[src/rtl/ntt_delay_buffer_if.sv]
// ============================================================================
//  ntt_delay_buffer_if
//  Stream handshake and butterfly side-channel of one NTT delay-buffer stage.
//  Revision: 1.0
// ============================================================================
`timescale 1ns/1ps
`default_nettype none

interface ntt_delay_buffer_if #(
  parameter int DATA_W = 32
);
  logic              in_valid;
  logic [DATA_W-1:0] in_data;
  logic              in_ready;
  logic [DATA_W-1:0] bf_buffer_data;
  logic [DATA_W-1:0] bf_normal_data;
  logic [DATA_W-1:0] bf_positive_in;
  logic [DATA_W-1:0] bf_negative_in;
  logic              out_valid;
  logic [DATA_W-1:0] out_data;

  // slave = the delay-buffer stage, master = upstream/butterfly/downstream side
  modport slave (
    input  in_valid, in_data, bf_positive_in, bf_negative_in,
    output in_ready, bf_buffer_data, bf_normal_data, out_valid, out_data
  );

  modport master (
    output in_valid, in_data, bf_positive_in, bf_negative_in,
    input  in_ready, bf_buffer_data, bf_normal_data, out_valid, out_data
  );
endinterface

`default_nettype wire

[src/rtl/ntt_delay_buffer.sv]
// ============================================================================
//  ntt_delay_buffer
//  Single-path delay feedback stage of a pipelined NTT: buffers the first half
//  of each block, pairs it with the second half through an external butterfly.
//  Revision: 1.0
// ============================================================================
`timescale 1ns/1ps
`default_nettype none

module ntt_delay_buffer #(
  parameter int DEPTH  = 4,
  parameter int DATA_W = 32
) (
  input  logic              clk,
  input  logic              rst_n,
  ntt_delay_buffer_if.slave bus
);

  localparam int               c_cnt_w     = (DEPTH > 1) ? $clog2(DEPTH) : 1;
  localparam logic [c_cnt_w-1:0] c_last    = c_cnt_w'(DEPTH - 1);
  localparam logic [c_cnt_w-1:0] c_cnt_one = c_cnt_w'(1);
  // IDLE's accept is already the first sample of the phase
  localparam logic [c_cnt_w-1:0] c_cnt_start = c_cnt_w'((DEPTH > 1) ? 1 : 0);

  localparam logic [1:0] c_st_idle    = 2'd0;
  localparam logic [1:0] c_st_fill    = 2'd1;
  localparam logic [1:0] c_st_compute = 2'd2;
  localparam logic [1:0] c_st_drain   = 2'd3;

  logic [1:0]         r_state;
  logic [1:0]         w_state_nxt;
  logic [c_cnt_w-1:0] r_cnt;
  logic               r_pending;
  logic [DATA_W-1:0]  r_line [DEPTH];
  logic               r_out_valid;
  logic [DATA_W-1:0]  r_out_data;

  logic               w_in_ready;
  logic               w_accept;
  logic               w_last;
  logic [DATA_W-1:0]  w_head;
  logic               w_shift;
  logic [DATA_W-1:0]  w_push_data;
  logic               w_emit;
  logic [DATA_W-1:0]  w_emit_data;

  assign w_in_ready = (r_state != c_st_drain);
  assign w_accept   = bus.in_valid & w_in_ready;
  assign w_last     = (r_cnt == c_last);
  assign w_head     = r_line[DEPTH-1];

  assign bus.in_ready       = w_in_ready;
  assign bus.bf_buffer_data = w_head;
  assign bus.bf_normal_data = bus.in_data;
  assign bus.out_valid      = r_out_valid;
  assign bus.out_data       = r_out_data;

  // ---------------------------------------------------------------- state reg
  always_ff @(posedge clk or negedge rst_n) begin
    if (!rst_n) begin
      r_state <= c_st_idle;
    end else begin
      r_state <= w_state_nxt;
    end
  end

  // ---------------------------------------------------------------- next state
  always_comb begin
    w_state_nxt = r_state;
    case (r_state)
      c_st_idle: begin
        if (w_accept) begin
          w_state_nxt = (DEPTH == 1) ? c_st_compute : c_st_fill;
        end
      end
      c_st_fill: begin
        if (w_accept && w_last) begin
          w_state_nxt = c_st_compute;
        end else if (!bus.in_valid && r_pending && (r_cnt == '0)) begin
          // stream stopped right at a block boundary: flush the negatives
          w_state_nxt = c_st_drain;
        end
      end
      c_st_compute: begin
        if (w_accept && w_last) begin
          w_state_nxt = c_st_fill;
        end
      end
      c_st_drain: begin
        if (w_last) begin
          w_state_nxt = c_st_idle;
        end
      end
      default: w_state_nxt = c_st_idle;
    endcase
  end

  // ---------------------------------------------------------------- outputs
  always_comb begin
    w_shift     = 1'b0;
    w_push_data = bus.in_data;
    w_emit      = 1'b0;
    w_emit_data = w_head;
    case (r_state)
      c_st_idle: begin
        w_shift = w_accept;
      end
      c_st_fill: begin
        w_shift = w_accept;
        w_emit  = w_accept & r_pending;
      end
      c_st_compute: begin
        w_shift     = w_accept;
        w_push_data = bus.bf_negative_in;
        w_emit      = w_accept;
        w_emit_data = bus.bf_positive_in;
      end
      c_st_drain: begin
        w_shift     = 1'b1;
        w_push_data = '0;
        w_emit      = 1'b1;
      end
      default: begin
        w_shift = 1'b0;
      end
    endcase
  end

  // ---------------------------------------------------------------- counters
  always_ff @(posedge clk or negedge rst_n) begin
    if (!rst_n) begin
      r_cnt     <= '0;
      r_pending <= 1'b0;
    end else if (w_shift) begin
      if (r_state == c_st_idle) begin
        r_cnt <= c_cnt_start;
      end else begin
        r_cnt <= w_last ? '0 : r_cnt + c_cnt_one;
      end
      if (w_last) begin
        case (r_state)
          c_st_fill:    r_pending <= 1'b0;
          c_st_compute: r_pending <= 1'b1;
          c_st_drain:   r_pending <= 1'b0;
          default:      r_pending <= r_pending;
        endcase
      end
    end
  end

  // ---------------------------------------------------------------- delay line
  always_ff @(posedge clk or negedge rst_n) begin
    if (!rst_n) begin
      for (int i = 0; i < DEPTH; i++) begin
        r_line[i] <= '0;
      end
    end else if (w_shift) begin
      r_line[0] <= w_push_data;
      for (int i = 1; i < DEPTH; i++) begin
        r_line[i] <= r_line[i-1];
      end
    end
  end

  // ---------------------------------------------------------------- output reg
  always_ff @(posedge clk or negedge rst_n) begin
    if (!rst_n) begin
      r_out_valid <= 1'b0;
      r_out_data  <= '0;
    end else begin
      r_out_valid <= w_emit;
      if (w_emit) begin
        r_out_data <= w_emit_data;
      end
    end
  end

endmodule

`default_nettype wire

[src/flat_wrapper.sv]
// flat-port wrapper written by rule: the top's interface ports become plain ports
module ntt_delay_buffer_flat 
#(
  parameter int DEPTH  = 4,
  parameter int DATA_W = 32
)
  (clk, rst_n, bus_in_valid, bus_in_data, bus_bf_positive_in, bus_bf_negative_in, bus_in_ready, bus_bf_buffer_data, bus_bf_normal_data, bus_out_valid, bus_out_data);
  ntt_delay_buffer_if #(.DATA_W(DATA_W)) bus_i ();
  input  logic clk;
  input  logic rst_n;
  input wire logic [$bits(bus_i.in_valid)-1:0] bus_in_valid;
  input wire logic [$bits(bus_i.in_data)-1:0] bus_in_data;
  input wire logic [$bits(bus_i.bf_positive_in)-1:0] bus_bf_positive_in;
  input wire logic [$bits(bus_i.bf_negative_in)-1:0] bus_bf_negative_in;
  output wire logic [$bits(bus_i.in_ready)-1:0] bus_in_ready;
  output wire logic [$bits(bus_i.bf_buffer_data)-1:0] bus_bf_buffer_data;
  output wire logic [$bits(bus_i.bf_normal_data)-1:0] bus_bf_normal_data;
  output wire logic [$bits(bus_i.out_valid)-1:0] bus_out_valid;
  output wire logic [$bits(bus_i.out_data)-1:0] bus_out_data;
  assign bus_i.in_valid = bus_in_valid;
  assign bus_i.in_data = bus_in_data;
  assign bus_i.bf_positive_in = bus_bf_positive_in;
  assign bus_i.bf_negative_in = bus_bf_negative_in;
  assign bus_in_ready = bus_i.in_ready;
  assign bus_bf_buffer_data = bus_i.bf_buffer_data;
  assign bus_bf_normal_data = bus_i.bf_normal_data;
  assign bus_out_valid = bus_i.out_valid;
  assign bus_out_data = bus_i.out_data;
  ntt_delay_buffer #(.DEPTH(DEPTH), .DATA_W(DATA_W)) u_core (.clk(clk), .rst_n(rst_n), .bus(bus_i));
endmodule
[config.mk]
export PLATFORM = sky130hd
export DESIGN_NAME = ntt_delay_buffer_flat
export DESIGN_NICKNAME = d
export VERILOG_FILES = /design/src/rtl/ntt_delay_buffer_if.sv /design/src/rtl/ntt_delay_buffer.sv /design/src/flat_wrapper.sv
export SDC_FILE = /design/constraint.sdc
export NUM_CORES = 1
export LEC_CHECK = 0
export BUFFER_PORTS_ARGS = -buffer_cell sky130_fd_sc_hd__buf_2
export CAP_MARGIN = 40
export CORE_MARGIN = 2
export CORE_UTILIZATION = 48
export CTS_CLUSTER_SIZE = 20
export DETAILED_ROUTE_END_ITERATION = 8
export PLACE_DENSITY = 0.85
export SYNTH_ARGS = -nofsm -noshare
export SYNTH_HDL_FRONTEND = slang
export SYNTH_SLANG_ARGS = --single-unit
[constraint.sdc]
create_clock -name clk -period 4.4 [get_ports clk]
set_input_delay 0.22 -clock clk [delete_from_list [all_inputs] [get_ports clk]]
set_output_delay 0.22 -clock clk [all_outputs]
set_load 0.05 [all_outputs]
; After elaboration in Yosys (flattened, before gate mapping)
; Cells that the tools add are included.
; W data, S select, Z words.
[word_totals]
ff_bits = 166
input_bits = 99
word_cells = 45
[classes]
addsub = 1
n_eq_ne = 9
n_mux = 13
bitwise = 2
n_reduce_logical = 11
[ops]
columns = operator, n
row1 = $pmux W32 S2, 1
row2 = $mux W32, 1
row3 = $mux W2, 7
row4 = $pmux W2 S4, 1
row5 = $eq A2 B2 Y1 const B, 3
row6 = $ne A2 B1 Y1 const B, 3
row7 = $logic_not A2 Y1, 2
row8 = $pmux W1 S2, 2
row9 = $reduce_and A4 Y1, 1
row10 = $logic_and A1 B1 Y1, 3
row11 = $ne A3 B1 Y1 const B, 1
row12 = $pmux W1 S3, 1
row13 = $reduce_and A3 Y1, 1
row14 = $reduce_or A3 Y1, 1
row15 = $add A2 B1 Y2 const B, 1
row16 = $and A1 B1 Y1, 2
row17 = $eq A2 B1 Y1 const B, 1
row18 = $ne A2 B2 Y1 const B, 1
row19 = $reduce_bool A2 Y1, 1
row20 = $reduce_or A2 Y1, 1
row21 = $logic_not A1 Y1, 1

; Logic depth before layout (Yosys ltp)
; Gate-level depths: netlist of run 1.
[logic_depth]
ltp_word = 6
mapped_depth = 6
depth_no_buf = 5

; Worst setup path before layout of run 1
; OpenSTA, ideal clock, no wires.
[synth_timing]
kind = reg-to-reg
startpoint = register u_core.r_state[0]
endpoint = register u_core.r_out_data[22], in the netlist u_core.bus.out_data[22]
setup_time_ps = 125
arrival_ps = 1414
required_ps = 4275
setup_slack_ps = 2861
stages_incl_launch_ff = 7
path_buffers = 3
synth_period_minus_slack_ps = 1539
cell_sequence = dfrtp_1 -> buf_4 -> nor2b_4 -> buf_6 -> buf_6 -> mux2_4 -> mux2_4
[synth_via]
elab_chain_cells = 4
[synth_lines]
columns = item, line
row1 = start: declaration, ntt_delay_buffer.sv:30  ; logic [1:0] r_state;
row2 = start signal: assignment, ntt_delay_buffer.sv:61  ; r_state <= c_st_idle;
row3 = start signal: assignment, ntt_delay_buffer.sv:63  ; r_state <= w_state_nxt;
row4 = $ne A2 B2 Y1, ntt_delay_buffer.sv:47  ; assign w_in_ready = (r_state != c_st_drain);
row5 = $and A1 B1 Y1, ntt_delay_buffer.sv:48  ; assign w_accept = bus.in_valid & w_in_ready;
row6 = $and A1 B1 Y1, ntt_delay_buffer.sv:110  ; w_emit = w_accept & r_pending;
row7 = $pmux W1 S3, ntt_delay_buffer.sv:104  ; case (r_state)
row8 = end signal: assignment, ntt_delay_buffer.sv:173  ; r_out_data <= w_emit_data;
row9 = end: declaration, ntt_delay_buffer.sv:36  ; logic [DATA_W-1:0] r_out_data;
; Parallel ways exist; a longest one is shown, timed or not.
; A chain may end at the register's enable or synchronous reset.

; Final worst setup path of run 1
[layout_timing]
startpoint = register u_core.r_state[0]
endpoint = register u_core.r_line[93] (netlist bit)
[layout_via]
elab_chain_cells = 3
[layout_lines]
columns = item, line
row1 = "$eq A2 B1 Y1, or another cell as far along", ntt_delay_buffer.sv:104
row2 = $reduce_or A3 Y1 (no line) / $and A1 B1 Y1 (equally long branches), n/a
row3 = $pmux W1 S2 (*), ntt_delay_buffer.sv:104
row4 = end signal: indexed assignment, ntt_delay_buffer.sv:160  ; r_line[i] <= r_line[i-1];
row5 = end: declaration, ntt_delay_buffer.sv:34  ; logic [DATA_W-1:0] r_line [DEPTH];
; Mark *: on every way between the ends. The rest lies on a longest branch, timed or not.

==> reports/results.tsv, run 1 <==
metric	value	unit
status	finished, final reports clean	
root buffer cell	clkbuf_16	
Post-CTS Hold Fix Bufs	1	
H-tree lvl count	4	
Cell Count, Final, Fillers Out	939	
die height	131	um
drt wl/cell	16.1	um
switch share	39.8	%
sequential share of power	34.7	%
Max-slew headroom	45.2	%
most frequent cells in the layout	buf_2, dfrtp_1, mux2_2	
PortBufs	196	
Setup Crit Path Kind	reg2reg	
slowest cell on the critical path	a21oi_4	
Final min period	2.41	ns
Area Growth Syn to Fin	17.2	%
Hold Path Depth	3	
Seq/Total Area, Yosys	53.3	%
Pwr Total	8.11	mW
total gr overflow	0	
post-synth cell types	27	
mux contribution to synthesized area	26.0	%
total negative slack	0	ns
TritonCTS Sinks	166	
P_leak	4.50	nW
clock slew at reported path FFs	0.07	ns
Clock power frac	18.8	%
RSZ-0062 raised after global routing	no	
DR DRC count	0	
CP endpoint kind	flip-flop	
Post-Syn Nets	687	
Filler cells	1305	
Sequential Area	4160	sq um
count of final hold-check violations	0	
P_sw	3.23	mW
placed wire-length estimate	10500	um
worst-margin pin slew	0.822	ns
Setup Fix Bufs, Post-CTS	0	
Ys Warns	0	
worst slack, placed	2.01	ns
WP depth	4	
CTS tree	built	
Synth Area in Simple Gates	0.739	%
Synth Area in Adders	0.321	%
overall global routing resource usage	18.2	%
die area	17300	sq um
Max clock buf depth	2	
power density over the cells	889	nW/um^2
fin nets	811	
complex-gate fraction of the synthesized area	8.98	%
Slew Viols, Final	0	
top cells by area, synth	dfrtp_1, mux2_2, mux2_4	
main combinational cell family by area after synthesis	multiplexers	
Yosys reg bits	166	
Post-Route WL	15100	um
endpoints failing setup	0	
CP startpoint kind	flip-flop	
Site Rows	46	
share of layout cells above drive strength 1	55.6	%
first-pass GRT wire length	24800	um
Crit path max-delay family	buffers and inverters	
Final ANT Viol Nets	0	
Buf/Inv on CP	2	
DR pass1 iterations	4	
Comb pwr share	46.5	%
Achievable Freq	414	MHz
CP max FO	79	
via count	4794	
cell count after synthesis	586	
I/O pins	197	
drt first-iter violations	144	
slowest stage delay, CP	0.58	ns
global placer's final weighted congestion	0.724	
Core Region	15900	sq um
vias per cell	5.11	
Setup Skew	0.00788	ns
largest area contributor in the netlist	dfrtp_1	
Synth Area in XOR/XNOR	0	%
largest net degree at the start of global routing	88	
Min-Delay Path Class	in2reg	
Max-cap violations	0	
Worst-Skew Late Latency	0.42	ns
initial core utilization	49.0	%
Mapped Area	7790	sq um
vias in the first global route	4852	
Int Pwr	4.88	mW
Peak VDD IR	0.350	mV
area share of the leading cell type in the synthesized netlist	53.3	%
Die Wd	131	um
crit path cell chain	buf_16 -> a21oi_4 -> buf_12 -> mux2_2	
post-synthesis area per instance	13.3	sq um
critical path arrival	2.72	ns
most common cell after layout, fill and taps aside	buf_2	
Final period util	54.9	%
Reg2Reg Depth	4	
WHS	0.0850	ns
cts repair resizes	0	
diode count	0	
Inserted Clock Buffers	17	
Multi-input gate area	2810	sq um
CP required	4.70	ns
placed cells	906	
initial antenna violation count	0	
worst setup slack after layout	1.99	ns
-- metal layers --
metal	up-vias	GRT usage, %	part of all wire, %
met5	-	0	0
met4	0	5.86	1.2
met3	14	4.55	5.6
met2	159	30.4	49
met1	2383	23.3	44
li1	2238	-	-
-- cell families (layout without fill, tap and decap cells) --
group,Yosys count,after routing
flops,166,166
mux,160,160
buf+inv,137,274
compound gates,110,110
simple gates,11,11
fa+ha+maj,2,2
-- sequential cells by signal (all words and copies together), names as in the netlist --
name,cells
u_core.bus.bf_buffer_data,32
u_core.bus.out_data,32
u_core.bus.out_valid,1
u_core.r_pending,1
u_core.r_state,2
u_core.r_cnt,2
u_core.r_line,96
-- power groups by stage --
| stage | Combinational [mW] | Sequential (mW) | Clock (mW) |
|---|---|---|---|
| CTS | 3.81 | 2.82 | 1.56 |
| detailed placement | 3.80 | 2.85 | 0 |
| global route | 3.98 | 2.92 | 1.63 |
| finish | 3.77 | 2.82 | 1.52 |
| global placement | 3.57 | 2.87 | 0 |
| floorplan | 2.82 | 3.21 | 0 |
-- worst min-delay path, delay by kind of cell --
kind	cells	cell delay, ns
AO/OA/AOI/OAI	2	0.15
buffers and inverters	1	0.09
-- final cells by class --
class,count,area share (%)
clock buffer,19,4.74
clock inverter,13,1.88
inverter,35,1.44
multi-input combinational,283,30.8
sequential,166,45.5
tap,216,2.96
timing repair buffer,207,12.7
-- worst paths after layout --
kind                                   startpoint  slack (ns)                  to
worst max-delay path            u_core.r_state[0]        1.99   u_core.r_line[93]
worst min-delay path              bus_in_data[10]        0.09  u_core.r_line[106]
worst max register to register  u_core.r_state[0]        1.99   u_core.r_line[93]
worst min register to register  u_core.r_line[87]        0.49   u_core.r_line[55]
max in group asynchronous                   rst_n        3.05   u_core.r_line[85]
min in group asynchronous                   rst_n        0.19  u_core.r_line[123]
-- metrics by stage --
step,utilization [%],area [sq um]
2_1_floorplan,-,7790
3_3_place_gp,53.0,8410
3_5_place_dp,53.6,8520
4_1_cts,57.5,9130
5_1_grt,57.5,9130
6_report,57.5,9130
-- synth_stat cells --
| cell | count |
|---|---|
| a21oi_1 | 32 |
| buf_6 | 4 |
| a31oi_1 | 1 |
| nor2_1 | 2 |
| ha_1 | 2 |
| a31o_2 | 1 |
| mux2_4 | 60 |
| o21ai_1 | 1 |
| clkbuf_1 | 8 |
| dfrtp_1 | 166 |
| o32ai_1 | 1 |
| mux2_2 | 100 |
| nor2b_4 | 1 |
| buf_1 | 6 |
| inv_1 | 35 |
| nand3_1 | 1 |
| o21a_1 | 1 |
| a21o_1 | 33 |
| buf_2 | 14 |
| o22ai_1 | 32 |
| nand2_1 | 5 |
| nand2b_1 | 1 |
| a221oi_1 | 1 |
| a21oi_4 | 1 |
| o21ai_0 | 6 |
| buf_4 | 70 |
| nand2_2 | 1 |
Note: power is estimated with default switching activity, not from simulation.
==> inputs of run 2 (changes only) <==
Clock period 4.4 ns to 2.25 ns, I/O delays scaled along.
==> reports/results.tsv, run 2 (synthesized netlist as in run 1, its figures left out) <==
metric	value	unit
Final period util	75.5	%
clock slew at reported path FFs	0.06	ns
Pwr Total	16.3	mW
Achievable Freq	588	MHz
first-pass GRT wire length	26400	um
Die Wd	131	um
most frequent cells in the layout	buf_2, dfrtp_1, mux2_2	
Core Region	15900	sq um
count of final hold-check violations	0	
CP startpoint kind	flip-flop	
Area Growth Syn to Fin	21.9	%
Max-cap violations	0	
Setup Crit Path Kind	reg2reg	
Biggest register	u_core.r_line	
fin nets	845	
drt wl/cell	16.7	um
CP endpoint kind	flip-flop	
Inserted Clock Buffers	17	
Final min period	1.70	ns
TritonCTS Sinks	166	
critical path arrival	2.01	ns
Max clock buf depth	2	
CP required	2.56	ns
final core occ	59.8	%
CP max FO	28	
Final ANT Viol Nets	0	
Setup Skew	0.0113	ns
Slew Viols, Final	0	
initial core utilization	49.0	%
DR DRC count	0	
I/O pins	197	
Post-Route WL	16300	um
P_leak	4.66	nW
vias per cell	5.08	
Min-Delay Path Class	in2reg	
Setup Fix Bufs, Post-CTS	0	
worst-margin pin slew	0.470	ns
vias in the first global route	5149	
drt first-iter violations	190	
Site Rows	46	
root buffer cell	clkbuf_16	
diode count	0	
DR pass1 iterations	4	
CTS tree	built	
H-tree lvl count	4	
placed wire-length estimate	10800	um
endpoints failing setup	0	
most common cell after layout, fill and taps aside	buf_2	
Max-slew headroom	68.6	%
status	finished, final reports clean	
die height	131	um
Post-CTS Hold Fix Bufs	27	
initial antenna violation count	0	
placed cells	914	
total negative slack	0	ns
largest net degree at the start of global routing	63	
Cell Count, Final, Fillers Out	973	
cts repair resizes	0	
Peak VDD IR	0.944	mV
global placer's final weighted congestion	0.764	
PortBufs	196	
max reg flops	96	
Worst-Skew Late Latency	0.42	ns
die area	17300	sq um
RSZ-0062 raised after global routing	no	
via count	4945	
total gr overflow	0	
overall global routing resource usage	19.4	%
share of layout cells above drive strength 1	54.2	%
power density over the cells	1710	nW/um^2
[run 2: changes by cell type in the layout (fill, tap and decap cells not counted), sizes merged]
cell	before	now
clkbuf	19	21
bufinv	3	5
dlygate4sd3	1	27
buf	206	214
inv	39	36
clkinv	4	3
[run 2: where the power goes]
group | total [mW] | internal [mW] | switching [mW]
logic | 7.52 | 3.28 | 4.24
registers | 5.54 | 4.56 | 0.978
clock network | 3.20 | 2.04 | 1.16
total | 16.3 | 9.88 | 6.38
[run 2: area by class of cell]
cell class | instances | area, sq um
Tap cell | 216 | 270
Clock inverter | 11 | 196
Multi-Input combinational cell | 283 | 2810
Sequential cell | 166 | 4160
Fill cell | 1234 | 6390
Clock buffer | 21 | 460
Inverter | 35 | 131
Timing Repair Buffer | 241 | 1470
[run 2: final timing paths]
kind / startpoint / end / slack [ns] / depth (start not counted)
worst min register to register: u_core.r_line[61] / u_core.bus.bf_buffer_data[29] / 0.50 / 1
min in group asynchronous: rst_n / u_core.r_line[66] / 0.21 / 2
worst max register to register: u_core.r_state[1] / u_core.r_cnt[0] / 0.55 / 5
worst max-delay path: u_core.r_state[1] / u_core.r_cnt[0] / 0.55 / 5
max in group asynchronous: rst_n / u_core.r_line[84] / 1.36 / 3
worst min-delay path: bus_in_data[7] / u_core.r_line[103] / 0.01 / 3
[run 2: worst max-delay path, cell delays in order (launching register included)]
cell      delay (ns)
dfrtp_1         0.46
buf_4           0.37
nand2b_2        0.19
buf_4           0.24
o32ai_1         0.16
a21o_1          0.17
[run 2: per-layer routing]
metal,vias up,track usage [%],wire length (um)
li1,2297,-,-
met1,2471,23.7,6950
met2,166,33.2,8330
met4,0,6.58,169
met3,11,5.29,831
met5,-,0,0
[run 2: metrics by stage]
stage / setup slack [ns] / cell area, sq um / hold slack, ns
2_1_floorplan: 0.711 / 7790 / -0.183
3_3_place_gp: 0.623 / 8570 / 0.0869
3_5_place_dp: 0.571 / 8570 / 0.0865
4_1_cts: 0.543 / 9490 / 0.00110
5_1_grt: 0.455 / 9490 / 0.0103
6_report: 0.550 / 9490 / 0.0131
==> inputs of run 3 (changes only) <==
Settings changed: PLACE_DENSITY 0.85 to 0.88.
Clock period 2.25 ns to 1.5 ns, I/O delays scaled along.
==> reports/results.tsv, run 3 (synthesized netlist as in run 1, its figures left out) <==
metric	value	unit
r2r setup slk	-0.11	ns
vias per cell	5.27	
Sequential Area	4160	sq um
count of final hold-check violations	0	
worst setup slack after layout	-0.110	ns
first-pass GRT wire length	31300	um
placed wire-length estimate	11000	um
Max clock buf depth	2	
Achievable Freq	621	MHz
total gr overflow	0	
CP endpoint kind	flip-flop	
GR peak layer	met2	
most common cell after layout, fill and taps aside	buf_2	
PortBufs	196	
Final min period	1.61	ns
initial antenna violation count	0	
final core occ	67.4	%
H-tree lvl count	4	
P_leak	5.37	nW
Final ANT Viol Nets	0	
CP max FO	7	
critical path arrival	1.92	ns
Slew Viols, Final	0	
root buffer cell	clkbuf_16	
Site Rows	46	
TritonCTS Sinks	166	
Inserted Clock Buffers	17	
worst-margin pin slew	0.342	ns
endpoints failing setup	128	
global placer's final weighted congestion	0.734	
die area	17300	sq um
Final period util	107	%
drt wl/cell	20.4	um
Pwr Total	26.4	mW
die height	131	um
diode count	0	
Peak VDD IR	1.35	mV
Max-cap violations	0	
initial core utilization	49.0	%
fin nets	920	
status	complete, but fails checks	
Post-Route WL	21400	um
drt first-iter violations	278	
failing checks	negative setup slack	
Area Growth Syn to Fin	37.4	%
via count	5520	
met1 Use GR	26.3	%
Worst-Skew Late Latency	0.43	ns
clock slew at reported path FFs	0.07	ns
Filler cells	1089	
CP startpoint kind	flip-flop	
Setup Crit Path Kind	reg2reg	
overall global routing resource usage	23.4	%
met2 usage	41.6	%
Die Wd	131	um
most frequent cells in the layout	buf_2, dfrtp_1, mux2_4	
Core Region	15900	sq um
max reg flops	96	
I/O pins	197	
DR pass1 iterations	4	
largest net degree at the start of global routing	59	
CTS tree	built	
Min-Delay Path Class	in2reg	
DR DRC count	0	
power density over the cells	2460	nW/um^2
RSZ-0062 raised after global routing	yes	
met3 layer usage reported by global route	6.64	%
vias in the first global route	5854	
Multi-input gate area	3100	sq um
Biggest register	u_core.r_line	
CP required	1.81	ns
Setup Skew	0.0114	ns
Max-slew headroom	77.2	%
share of layout cells above drive strength 1	52.8	%
-- run 3: cell types whose count changed in the layout (fill, tap and decap cells not counted), sizes merged --
| cell | delta |
|---|---|
| bufinv | -5 |
| clkbuf | +2 |
| dlygate4sd3 | +51 |
| inv | +11 |
| buf | +18 |
| clkinv | -1 |
| clkinvlp | -1 |
-- run 3: what timing repair did --
| action | in CTS | in global routing |
|---|---|---|
| setup buffers | 4 | 3 |
| hold buffers | 76 | 2 |
| pin swaps | 1 | 1 |
| gates cloned | 4 | 9 |
| setup endpoints to repair | 129 | 130 |
| resized for setup | 35 | 62 |
| hold endpoints to repair | 213 | 2 |
-- run 3: worst paths after layout --
check | start | endpoint | depth (start not counted)
worst max-delay path | u_core.r_state[0] | u_core.r_line[32] | 5
worst min register to register | u_core.r_line[51] | u_core.r_line[51] | 1
min in group asynchronous | rst_n | u_core.r_line[59] | 2
max in group asynchronous | rst_n | u_core.r_line[47] | 3
worst min-delay path | bus_bf_positive_in[22] | u_core.bus.out_data[22] | 3
worst max register to register | u_core.r_state[0] | u_core.r_line[32] | 5
-- run 3: critical path: stages (launching register included) --
cell and delay (ns):
dfrtp_2 0.46, buf_12 0.15, a21oi_4 0.20, buf_12 0.18
clkbuf_16 0.17, mux2_2 0.33
-- run 3: routing by layer --
layer	part of all wire, %	vias to the layer above
met5	0	-
met4	2.6	0
met3	4.6	40
met2	53	203
met1	40	2826
li1	-	2451
-- run 3: power by group --
part           switching, mW  internal (mW)
clock network           2.04           2.23
logic                   7.10           6.49
registers               1.65           6.84
total                   10.8           15.6
-- run 3: final cells by class --
class	count	area share (%)
Timing Repair Buffer	316	23.1
Clock buffer	17	3.97
Multi-Input combinational cell	283	28.9
Tap cell	216	2.53
Clock inverter	15	1.38
Inverter	35	1.23
Sequential cell	166	38.8
-- run 3: metrics by stage --
stage                     hold slack [ns]  area (sq um)  setup WS, ns  TNS, ns  std cells
final                              0.0114         10700        -0.110    -8.17       1048
after global routing              0.00497         10700        -0.148   -13.88       1048
after CTS                        0.000414         10200       -0.0852    -6.53       1034
after detailed placement          -0.0505          8650       -0.0736    -4.56        918
after global placement            -0.0463          8650       -0.0336    -1.52        918
after floorplan                    -0.221          7800       -0.0191   -0.573        586
